==> src/rtl/data_memory_dumper.sv <==
// data_memory_dumper
// Streams a run of words out of a synchronous data memory as valid/ready
// beats. A dump is requested with start (sampled only while idle) and walks
// wordCount words from firstAddress, wrapping modulo 2**ADDR_WIDTH. The count
// is clamped to one full pass over the memory.
//
// Optional feature: define DUMP_CHECKSUM_EN to append a final beat carrying
// the XOR of all emitted data words (outAddress 0, outLast 1).
//
// Ports:
//   clock, resetMachine   clock and asynchronous active-low reset
//   start                 dump request (ignored while busy)
//   firstAddress          first word address, sampled with start
//   wordCount             number of words, sampled with start
//   busy, done            activity flag and one-cycle completion pulse
//   memReadEnable         read strobe to the data memory
//   memAddress            read address to the data memory
//   memReadData           read data, valid the cycle after the strobe
//   outValid, outReady    output beat handshake
//   outAddress, outData   address and contents of the word in the beat
//   outLast               marks the final beat of a dump
module data_memory_dumper #(
  parameter int ADDR_WIDTH = 5,
  parameter int DATA_WIDTH = 32
) (
  input  logic                  clock,
  input  logic                  resetMachine,
  input  logic                  start,
  input  logic [ADDR_WIDTH-1:0] firstAddress,
  input  logic [ADDR_WIDTH:0]   wordCount,
  output logic                  busy,
  output logic                  done,
  output logic                  memReadEnable,
  output logic [ADDR_WIDTH-1:0] memAddress,
  input  logic [DATA_WIDTH-1:0] memReadData,
  output logic                  outValid,
  input  logic                  outReady,
  output logic [ADDR_WIDTH-1:0] outAddress,
  output logic [DATA_WIDTH-1:0] outData,
  output logic                  outLast
);

  typedef enum logic [2:0] {
    ST_IDLE  = 3'd0,
    ST_READ  = 3'd1,
    ST_WAIT  = 3'd2,
    ST_SEND  = 3'd3,
`ifdef DUMP_CHECKSUM_EN
    ST_CHECK = 3'd4,
`endif
    ST_DONE  = 3'd5
  } state_t;

  // One full pass over the memory is the most a single dump can emit.
  localparam logic [ADDR_WIDTH:0] MAX_COUNT = {1'b1, {ADDR_WIDTH{1'b0}}};
  localparam logic [ADDR_WIDTH:0] ONE_COUNT = {{ADDR_WIDTH{1'b0}}, 1'b1};

  state_t                state_r;
  logic [ADDR_WIDTH-1:0] addr_r;
  logic [ADDR_WIDTH:0]   count_r;       // words still to emit, including the current one
  logic [ADDR_WIDTH:0]   count_clamped_s;
  logic [ADDR_WIDTH-1:0] next_addr_s;
  logic                  last_word_s;

`ifdef DUMP_CHECKSUM_EN
  logic [DATA_WIDTH-1:0] checksum_r;

  // Running checksum update: plain XOR fold of one more word.
  function automatic logic [DATA_WIDTH-1:0] fold_checksum(
    input logic [DATA_WIDTH-1:0] sum,
    input logic [DATA_WIDTH-1:0] word
  );
    return sum ^ word;
  endfunction
`endif

  assign count_clamped_s = (wordCount > MAX_COUNT) ? MAX_COUNT : wordCount;
  assign next_addr_s     = addr_r + 1'b1;   // natural wrap at 2**ADDR_WIDTH
  assign last_word_s     = (count_r == ONE_COUNT);

  // Dump sequencer; every output is a register updated alongside the state.
  always_ff @(posedge clock or negedge resetMachine) begin
    if (!resetMachine) begin
      state_r       <= ST_IDLE;
      addr_r        <= {ADDR_WIDTH{1'b0}};
      count_r       <= {(ADDR_WIDTH+1){1'b0}};
      busy          <= 1'b0;
      done          <= 1'b0;
      memReadEnable <= 1'b0;
      memAddress    <= {ADDR_WIDTH{1'b0}};
      outValid      <= 1'b0;
      outAddress    <= {ADDR_WIDTH{1'b0}};
      outData       <= {DATA_WIDTH{1'b0}};
      outLast       <= 1'b0;
`ifdef DUMP_CHECKSUM_EN
      checksum_r    <= {DATA_WIDTH{1'b0}};
`endif
    end else begin
      case (state_r)
        ST_IDLE: begin
          done <= 1'b0;
          if (start) begin
            addr_r  <= firstAddress;
            count_r <= count_clamped_s;
            busy    <= 1'b1;
`ifdef DUMP_CHECKSUM_EN
            checksum_r <= {DATA_WIDTH{1'b0}};
`endif
            if (count_clamped_s != {(ADDR_WIDTH+1){1'b0}}) begin
              state_r       <= ST_READ;
              memReadEnable <= 1'b1;
              memAddress    <= firstAddress;
            end else begin
`ifdef DUMP_CHECKSUM_EN
              // Empty dump still emits the (zero) checksum as its only beat.
              state_r    <= ST_CHECK;
              outValid   <= 1'b1;
              outData    <= {DATA_WIDTH{1'b0}};
              outAddress <= {ADDR_WIDTH{1'b0}};
              outLast    <= 1'b1;
`else
              state_r <= ST_DONE;
              done    <= 1'b1;
`endif
            end
          end else begin
            busy <= 1'b0;
          end
        end

        ST_READ: begin
          // Strobe lasts exactly this one cycle; data returns during WAIT.
          memReadEnable <= 1'b0;
          state_r       <= ST_WAIT;
        end

        ST_WAIT: begin
          outData    <= memReadData;
          outAddress <= addr_r;
          outValid   <= 1'b1;
`ifdef DUMP_CHECKSUM_EN
          outLast    <= 1'b0;
`else
          outLast    <= last_word_s;
`endif
          state_r    <= ST_SEND;
        end

        ST_SEND: begin
          // Beat is held untouched until the sink takes it.
          if (outReady) begin
            outValid <= 1'b0;
            outLast  <= 1'b0;
`ifdef DUMP_CHECKSUM_EN
            checksum_r <= fold_checksum(checksum_r, outData);
`endif
            if (last_word_s) begin
`ifdef DUMP_CHECKSUM_EN
              state_r    <= ST_CHECK;
              outValid   <= 1'b1;
              outData    <= fold_checksum(checksum_r, outData);
              outAddress <= {ADDR_WIDTH{1'b0}};
              outLast    <= 1'b1;
`else
              state_r <= ST_DONE;
              done    <= 1'b1;
`endif
            end else begin
              addr_r        <= next_addr_s;
              count_r       <= count_r - ONE_COUNT;
              state_r       <= ST_READ;
              memReadEnable <= 1'b1;
              memAddress    <= next_addr_s;
            end
          end
        end

`ifdef DUMP_CHECKSUM_EN
        ST_CHECK: begin
          if (outReady) begin
            outValid <= 1'b0;
            outLast  <= 1'b0;
            state_r  <= ST_DONE;
            done     <= 1'b1;
          end
        end
`endif

        ST_DONE: begin
          done    <= 1'b0;
          busy    <= 1'b0;
          state_r <= ST_IDLE;
        end

        default: begin
          state_r       <= ST_IDLE;
          busy          <= 1'b0;
          done          <= 1'b0;
          memReadEnable <= 1'b0;
          outValid      <= 1'b0;
          outLast       <= 1'b0;
        end
      endcase
    end
  end

endmodule
==> config.mk <==
export PLATFORM = sky130hd
export DESIGN_NAME = data_memory_dumper
export DESIGN_NICKNAME = d
export VERILOG_FILES = /design/src/rtl/data_memory_dumper.sv
export SDC_FILE = /design/constraint.sdc
export NUM_CORES = 1
export LEC_CHECK = 0
export CORE_MARGIN = 4
export CORE_UTILIZATION = 49
export CTS_CLUSTER_SIZE = 16
export DETAILED_ROUTE_END_ITERATION = 8
export PLACE_DENSITY = 0.81
export SYNTH_ARGS = -nofsm -noshare
export SYNTH_HDL_FRONTEND = slang
export SYNTH_SLANG_ARGS = --single-unit
export TNS_END_PERCENT = 50
==> constraint.sdc <==
create_clock -name clock -period 4.9 [get_ports clock]
set_clock_uncertainty 0.1 [all_clocks]
set_input_delay 0.49 -clock clock [delete_from_list [all_inputs] [get_ports clock]]
set_output_delay 0.49 -clock clock [all_outputs]
set_load 0.02 [all_outputs]
==> impl_metrics.py, run 1 <==
metrics = {
    "status": {
        "run_status": "complete, no violations",
    },
    "job": {
        "drv_cap": 0,
    },
    "synthesis": {
        "syn_avg_cell_area_um2": 12.2,
        "synth_warnings": 0,
        "synthDistinctLibCells": 41,
        "synth_ff_type": "dfrtp_1",
        "synth_most_common_cell": "dfrtp_1",
        "syn_nets": 278,
        "synth_edf_count": 0,
        "ys_ff_latch": 61,
        "syn-instance-count": 228,
        "yosysSeqAreaShare_pct": 54.9,
        "yosysTopAreaCell": "dfrtp_1",
        "synth.top_cell.area_share_pct": 54.9,
        "synth_area_um2": 2780,
        "synth_common_cells": "61 x dfrtp_1, 42 x mux2_2, 16 x a21oi_1",
        "async_flop_share_pct": 100,
        "synth_area_leaders": "dfrtp_1 55%, mux2_2 17%, a21oi_1 2.9%, mux2_4 2.2%, nor2_1 1.8%",
    },
    "power_and_ir_drop": {
        "vdd_drop_max_uv": 506,
        "leakagePower_nw": 1.65,
        "power_frac_clock_pct": 14.3,
        "powerDensity_nw_per_um2": 755,
        "comb_power_share_pct": 53.8,
        "switchingPower_mw": 1.16,
        "swShare_pct": 38.7,
        "internal_power_mw": 1.84,
        "seqPwrFrac_pct": 31.9,
    },
    "floorplanning": {
        "core_area_um2": 5510,
        "ios": 94,
        "fp-row-count": 27,
        "dieArea_um2": 6950,
        "die_x_um": 83.3,
        "die_h_um": 83.3,
        "initial_core_util_pct": 50.5,
    },
    "global_route": {
        "grt_usage_pct": 19.7,
        "grt_pass1_wl_um": 10800,
        "grt_max_degree": 62,
        "antenna_found_initial": 0,
        "grt_pass1_vias": 2111,
        "grt-ovfl-total": 0,
    },
    "detailed_routing": {
        "drt-total-wl_um": 6510,
        "vias": 2112,
        "wl_per_cell_um": 16.3,
        "wl_met2_um": 2900,
        "drt_pass1_iterations": 4,
        "drt-initial-drc-count": 68,
        "wl_met1_um": 3090,
        "wl_met3_um": 457,
        "routed.top_layer": "met4",
        "ant_nets": 0,
        "vias_per_cell": 5.28,
        "drc": 0,
    },
    "clock_network": {
        "clock_path_buffers": 2,
        "postCtsResizedCells": 0,
        "ctsHoldBuffers": 0,
        "clk_pin_slew_worst_paths_ns": 0.07,
        "worstSkewPairLatency_ns": 0.33,
        "cts_made_buffers": 9,
        "cts_setup_buffers": 0,
        "root_buffer": "clkbuf_8",
        "cts_tree": "done",
        "cts_sinks": 61,
        "htree_levels": 3,
    },
    "worst_setup_path": {
        "cp.required_ns": 5.01,
        "ff2ff_setup_slack_ns": 2.69,
        "r2r-end": "memAddress[4]$_DFFE_PN0P_",
        "startpoint_type": "input pin",
        "critical_path.endpoint_type": "flip-flop",
        "crit_chain": "clkdlybuf4s50_1, or4_1, o31a_1, o21ai_4, mux2_2",
        "cpPeakStageDelay_ns": 0.55,
        "rr_startpoint": "count_r[1]$_DFFE_PN0P_",
        "ff2ff_path_depth": 6,
        "crit_type": "in -> reg",
        "cp.arrival_ns": 2.34,
        "slowest_stage": "or4_1",
        "crit_fanout": 5,
    },
    "timing": {
        "finalMaxSlewViolations": 0,
        "worst-slew-pin-transition_ns": 0.740,
        "hold_viol_final": 0,
        "setup_viol": 0,
        "fin_ws_ns": 2.67,
        "rsz0062_at_grt": "false",
        "clock.fmax_mhz": 448,
        "slew_headroom_pct": 50.7,
        "fin_crit_sh_pct": 45.5,
        "layout_min_cycle_time_ns": 2.23,
        "setup_tns_ns": 0,
    },
    "placement": {
        "place_ws_ns": 2.32,
        "routabilityCongestion": 0.889,
        "port_buffers": 93,
        "dp_hpwl_um": 4730,
    },
    "cells_and_area": {
        "antennaDiodeCount": 0,
        "syn2layout_area_growth_pct": 42.6,
        "drive_above_1_share_pct": 22.3,
        "nNetsFinal": 373,
    },
    "min_path": {
        "hp-class": "in -> async",
    },
}
==> worst max-delay path, delay by kind of cell <==
family | cells | cell delay, ns
buffers and inverters | 1 | 0.42
and+or+nand+nor | 1 | 0.55
muxes | 1 | 0.37
AOI/OAI and AO/OA | 2 | 0.52
==> logic make-up after synthesis <==
family	synth area share [%]
AOI/OAI and AO/OA	10.5
xor gates and xnor gates	1.26
adders and majority gates	1.35
buffers and inverters	2.34
DFF	54.9
muxes	19.5
and+or+nand+nor	10.2
==> metrics by stage <==
| step | cell area, um2 | power [mW] | hold WS [ns] | utilization [%] | std cells |
|---|---|---|---|---|---|
| CTS | 3970 | 3.02 | 0.232 | 72.0 | 400 |
| detailed placement | 3770 | 2.58 | 0.394 | 68.5 | 384 |
| global placement | 3770 | 2.54 | 0.388 | 68.5 | 384 |
| floorplan | 2780 | 1.96 | 0.0944 | - | 228 |
| global route | 3970 | 3.19 | 0.267 | 72.0 | 400 |
| finish | 3970 | 3.00 | 0.204 | 72.0 | 400 |
==> metal layers <==
metal	up-vias	track usage, %
met1	1010	27.5
met4	0	4.90
met3	7	7.64
met2	90	28.9
li1	1005	-
met5	-	0
==> cell type report <==
class,count,area [um2]
Clock buffer,13,179
Clock inverter,3,17.5
Fill cell,394,1540
Inverter,6,22.5
Multi-Input combinational cell,150,1190
Sequential cell,61,1530
Tap cell,72,90.1
Timing Repair Buffer,95,941
==> how the worst max path moves through the flow <==
stage	start	end	cells past startpoint
3_5_place_dp	wordCount[0]	memAddress[4]$_DFFE_PN0P_	5
3_3_place_gp	wordCount[0]	memAddress[4]$_DFFE_PN0P_	5
6_report	wordCount[0]	memAddress[4]$_DFFE_PN0P_	5
5_1_grt	state_r[1]$_DFFE_PN0P_	addr_r[2]$_DFFE_PN0P_	4
2_1_floorplan	wordCount[0]	memAddress[0]$_DFFE_PN0P_	4
4_1_cts	wordCount[0]	memAddress[4]$_DFFE_PN0P_	5
==> power by group through the flow <==
stage          Combinational, mW  Sequential [mW]  Clock (mW)
2_1_floorplan              0.811             1.15           0
3_3_place_gp                1.59            0.952           0
3_5_place_dp                1.62            0.961           0
4_1_cts                     1.63            0.954       0.441
5_1_grt                     1.73            0.989       0.470
6_report                    1.61            0.954       0.429
==> registers in the layout, summed over array words and instances, names as in the netlist <==
register and count:
outValid 1, state_r 3, done 1, outData 32, outLast 1, busy 1, addr_r 5, memReadEnable 1
memAddress 5, count_r 6, outAddress 5
==> cell usage in the layout, fill, tap and decap left out, drive strengths merged, types with 2 or more instances in the layout <==
cell | netlist | routed
clkdlybuf4s50 | 0 | 92
dfrtp | 61 | 61
mux2 | 46 | 46
a21oi | 16 | 16
nor2 | 14 | 14
clkbuf | 7 | 13
nand2 | 12 | 12
o21ai | 9 | 9
inv | 6 | 6
nor3 | 6 | 6
a31oi | 5 | 5
nor3b | 4 | 4
o31ai | 4 | 4
nand3 | 3 | 3
nand2b | 3 | 3
ha | 3 | 3
o31a | 3 | 3
buf | 4 | 3
and3 | 2 | 2
and3b | 2 | 2
xor2 | 2 | 2
xnor2 | 2 | 2
clkinv | 0 | 2
(Power assumes the default switching activity.)
==> run 2, diff against run 1 <==
--- a/config.mk
+++ b/config.mk
@@ -6,10 +6,10 @@
 export NUM_CORES = 1
 export LEC_CHECK = 0
 export CORE_MARGIN = 4
-export CORE_UTILIZATION = 49
+export CORE_UTILIZATION = 45
 export CTS_CLUSTER_SIZE = 16
 export DETAILED_ROUTE_END_ITERATION = 8
-export PLACE_DENSITY = 0.81
+export PLACE_DENSITY = 0.75
 export SYNTH_ARGS = -nofsm -noshare
 export SYNTH_HDL_FRONTEND = slang
 export SYNTH_SLANG_ARGS = --single-unit
==> constraint.sdc (replaced) <==
create_clock -name clock -period 2.3 [get_ports clock]
set_clock_uncertainty 0.1 [all_clocks]
set_input_delay 0.23 -clock clock [delete_from_list [all_inputs] [get_ports clock]]
set_output_delay 0.23 -clock clock [all_outputs]
set_load 0.02 [all_outputs]
==> run 2 against run 1 <==
Critical path depth up 1. Hold slack better by 0.13 ns. Die area up 8.0%. Final cell count up 3.0%. Non-clock buffer count up 10. Via count up 2.8%. Routed wire length up 4.8%. Register-to-register slack worse by 2.6 ns. Clock power up 120%. Power up 120%. Count of clock-buffer cells in the layout down 2. Final area up 2.4%. Largest power group unchanged.
==> impl_metrics.py, run 2 (synthesized netlist as in run 1, its figures left out) <==
metrics = {
    "power_and_ir_drop": {
        "powerDensity_nw_per_um2": 1620,
        "leakagePower_nw": 1.71,
        "vdd_drop_max_uv": 901,
    },
    "detailed_routing": {
        "drt_pass1_iterations": 4,
        "vias_per_cell": 5.27,
        "drt-initial-drc-count": 88,
        "vias": 2171,
        "drt-total-wl_um": 6820,
        "drc": 0,
        "wl_per_cell_um": 16.6,
        "ant_nets": 0,
    },
    "cells_and_area": {
        "largest_reg_flops": 32,
        "syn2layout_area_growth_pct": 46.1,
        "top_register": "outData",
        "reg_top3": "outData: 32 flops, count_r: 6 flops",
        "drive_above_1_share_pct": 24.0,
        "nNetsFinal": 383,
        "antennaDiodeCount": 0,
        "final_area_um2": 4060,
        "finalNonFillerCells": 412,
        "layout_common_cells": "92 x clkdlybuf4s50_1, 61 x dfrtp_1, 42 x mux2_2",
        "mostFrequentLayoutCell": "clkdlybuf4s50_1",
    },
    "timing": {
        "fin_crit_sh_pct": 96.0,
        "finalMaxSlewViolations": 0,
        "clock.fmax_mhz": 453,
        "layout_min_cycle_time_ns": 2.21,
        "setup_viol": 0,
        "worst-slew-pin-transition_ns": 0.572,
        "fin_hold_ws_ns": 0.333,
        "slew_headroom_pct": 61.9,
        "hold_viol_final": 0,
        "setup_tns_ns": 0,
        "rsz0062_at_grt": "false",
    },
    "job": {
        "drv_cap": 0,
    },
    "status": {
        "run_status": "complete, no violations",
    },
    "floorplanning": {
        "die_x_um": 86.6,
        "ios": 94,
        "dieArea_um2": 7500,
        "die_h_um": 86.6,
        "core_area_um2": 5960,
        "fp-row-count": 28,
        "initial_core_util_pct": 46.7,
    },
    "clock_network": {
        "postCtsResizedCells": 0,
        "clock_path_buffers": 2,
        "cts_tree": "done",
        "clk_pin_slew_worst_paths_ns": 0.06,
        "root_buffer": "clkbuf_8",
        "htree_levels": 3,
        "cts_sinks": 61,
        "cts_made_buffers": 9,
        "worstSkewPairLatency_ns": 0.33,
    },
    "min_path": {
        "hp-class": "in -> async",
    },
    "worst_setup_path": {
        "critical_path.endpoint_type": "flip-flop",
        "cp.required_ns": 2.42,
        "cp.arrival_ns": 2.32,
        "crit_fanout": 5,
        "crit_type": "reg -> reg",
        "startpoint_type": "flip-flop",
    },
    "placement": {
        "placed_cells": 396,
        "placed_area_um2": 3850,
        "routabilityCongestion": 0.864,
        "port_buffers": 93,
        "dp_hpwl_um": 4920,
    },
    "global_route": {
        "grt_pass1_wl_um": 11300,
        "grt-ovfl-total": 0,
        "grt_max_degree": 39,
        "antenna_found_initial": 0,
        "grt_pass1_vias": 2321,
        "grt_usage_pct": 19.5,
    },
}
==> run 2: changes by cell type in the layout (fill, tap and decap cells not counted) <==
cell	delta
dlygate4sd3_1	+1
bufinv_16	+1
buf_4	+8
clkbuf_8	-2
buf_12	+1
==> run 2: area by class of cell <==
class	instances	area [um2]
Sequential cell	61	1530
Clock inverter	4	47.5
Multi-Input combinational cell	150	1190
Tap cell	75	93.8
Timing Repair Buffer	105	1030
Clock buffer	11	151
Fill cell	449	1890
Inverter	6	22.5
==> run 2: critical path, stage by stage (launching register included) <==
cell and delay (ns):
dfrtp_1 0.41, inv_1 0.09, ha_1 0.13, or4b_4 0.51, o21ba_2 0.25, o21ai_4 0.23, mux2_2 0.37
==> run 2: worst paths after layout <==
check,start,to,slack [ns],cells after the start
min reg2reg,outData[14]$_DFFE_PN0P_,outData[14]$_DFFE_PN0P_,0.41,1
max,count_r[1]$_DFFE_PN0P_,memAddress[0]$_DFFE_PN0P_,0.09,6
max reg2reg,count_r[1]$_DFFE_PN0P_,memAddress[0]$_DFFE_PN0P_,0.09,6
max in group asynchronous,resetMachine,outData[8]$_DFFE_PN0P_,1.17,3
min,resetMachine,outData[2]$_DFFE_PN0P_,0.33,2
min in group clock,outData[14]$_DFFE_PN0P_,outData[14]$_DFFE_PN0P_,0.41,1
==> run 2: repair_timing <==
item	CTS	global route
hold buffers	1	0
buffers inserted	0	0
hold endpoints to repair	23	0
==> run 2: per-stage QoR <==
stage / utilization [%] / setup WS [ns] / total power, mW
floorplan: - / 0.259 / 4.18
global placement: 64.7 / 0.0324 / 5.53
detailed placement: 64.7 / -0.0299 / 5.62
CTS: 68.2 / 0.0982 / 6.62
global route: 68.2 / 0.0494 / 7.01
finish: 68.2 / 0.0917 / 6.57
==> run 2: power breakdown <==
| part | internal (mW) | switching [mW] |
|---|---|---|
| logic | 1.89 | 1.72 |
| registers | 1.62 | 0.388 |
| clock network | 0.549 | 0.408 |
| total | 4.06 | 2.51 |
==> run 2: layer usage <==
layer / vias to the layer above / routed length (um) / global-route usage [%]
li1: 1030 / - / -
met1: 1026 / 3050 / 25.8
met2: 102 / 3110 / 30.8
met3: 13 / 557 / 5.13
met4: 0 / 110 / 7.51
met5: - / 0 / 0
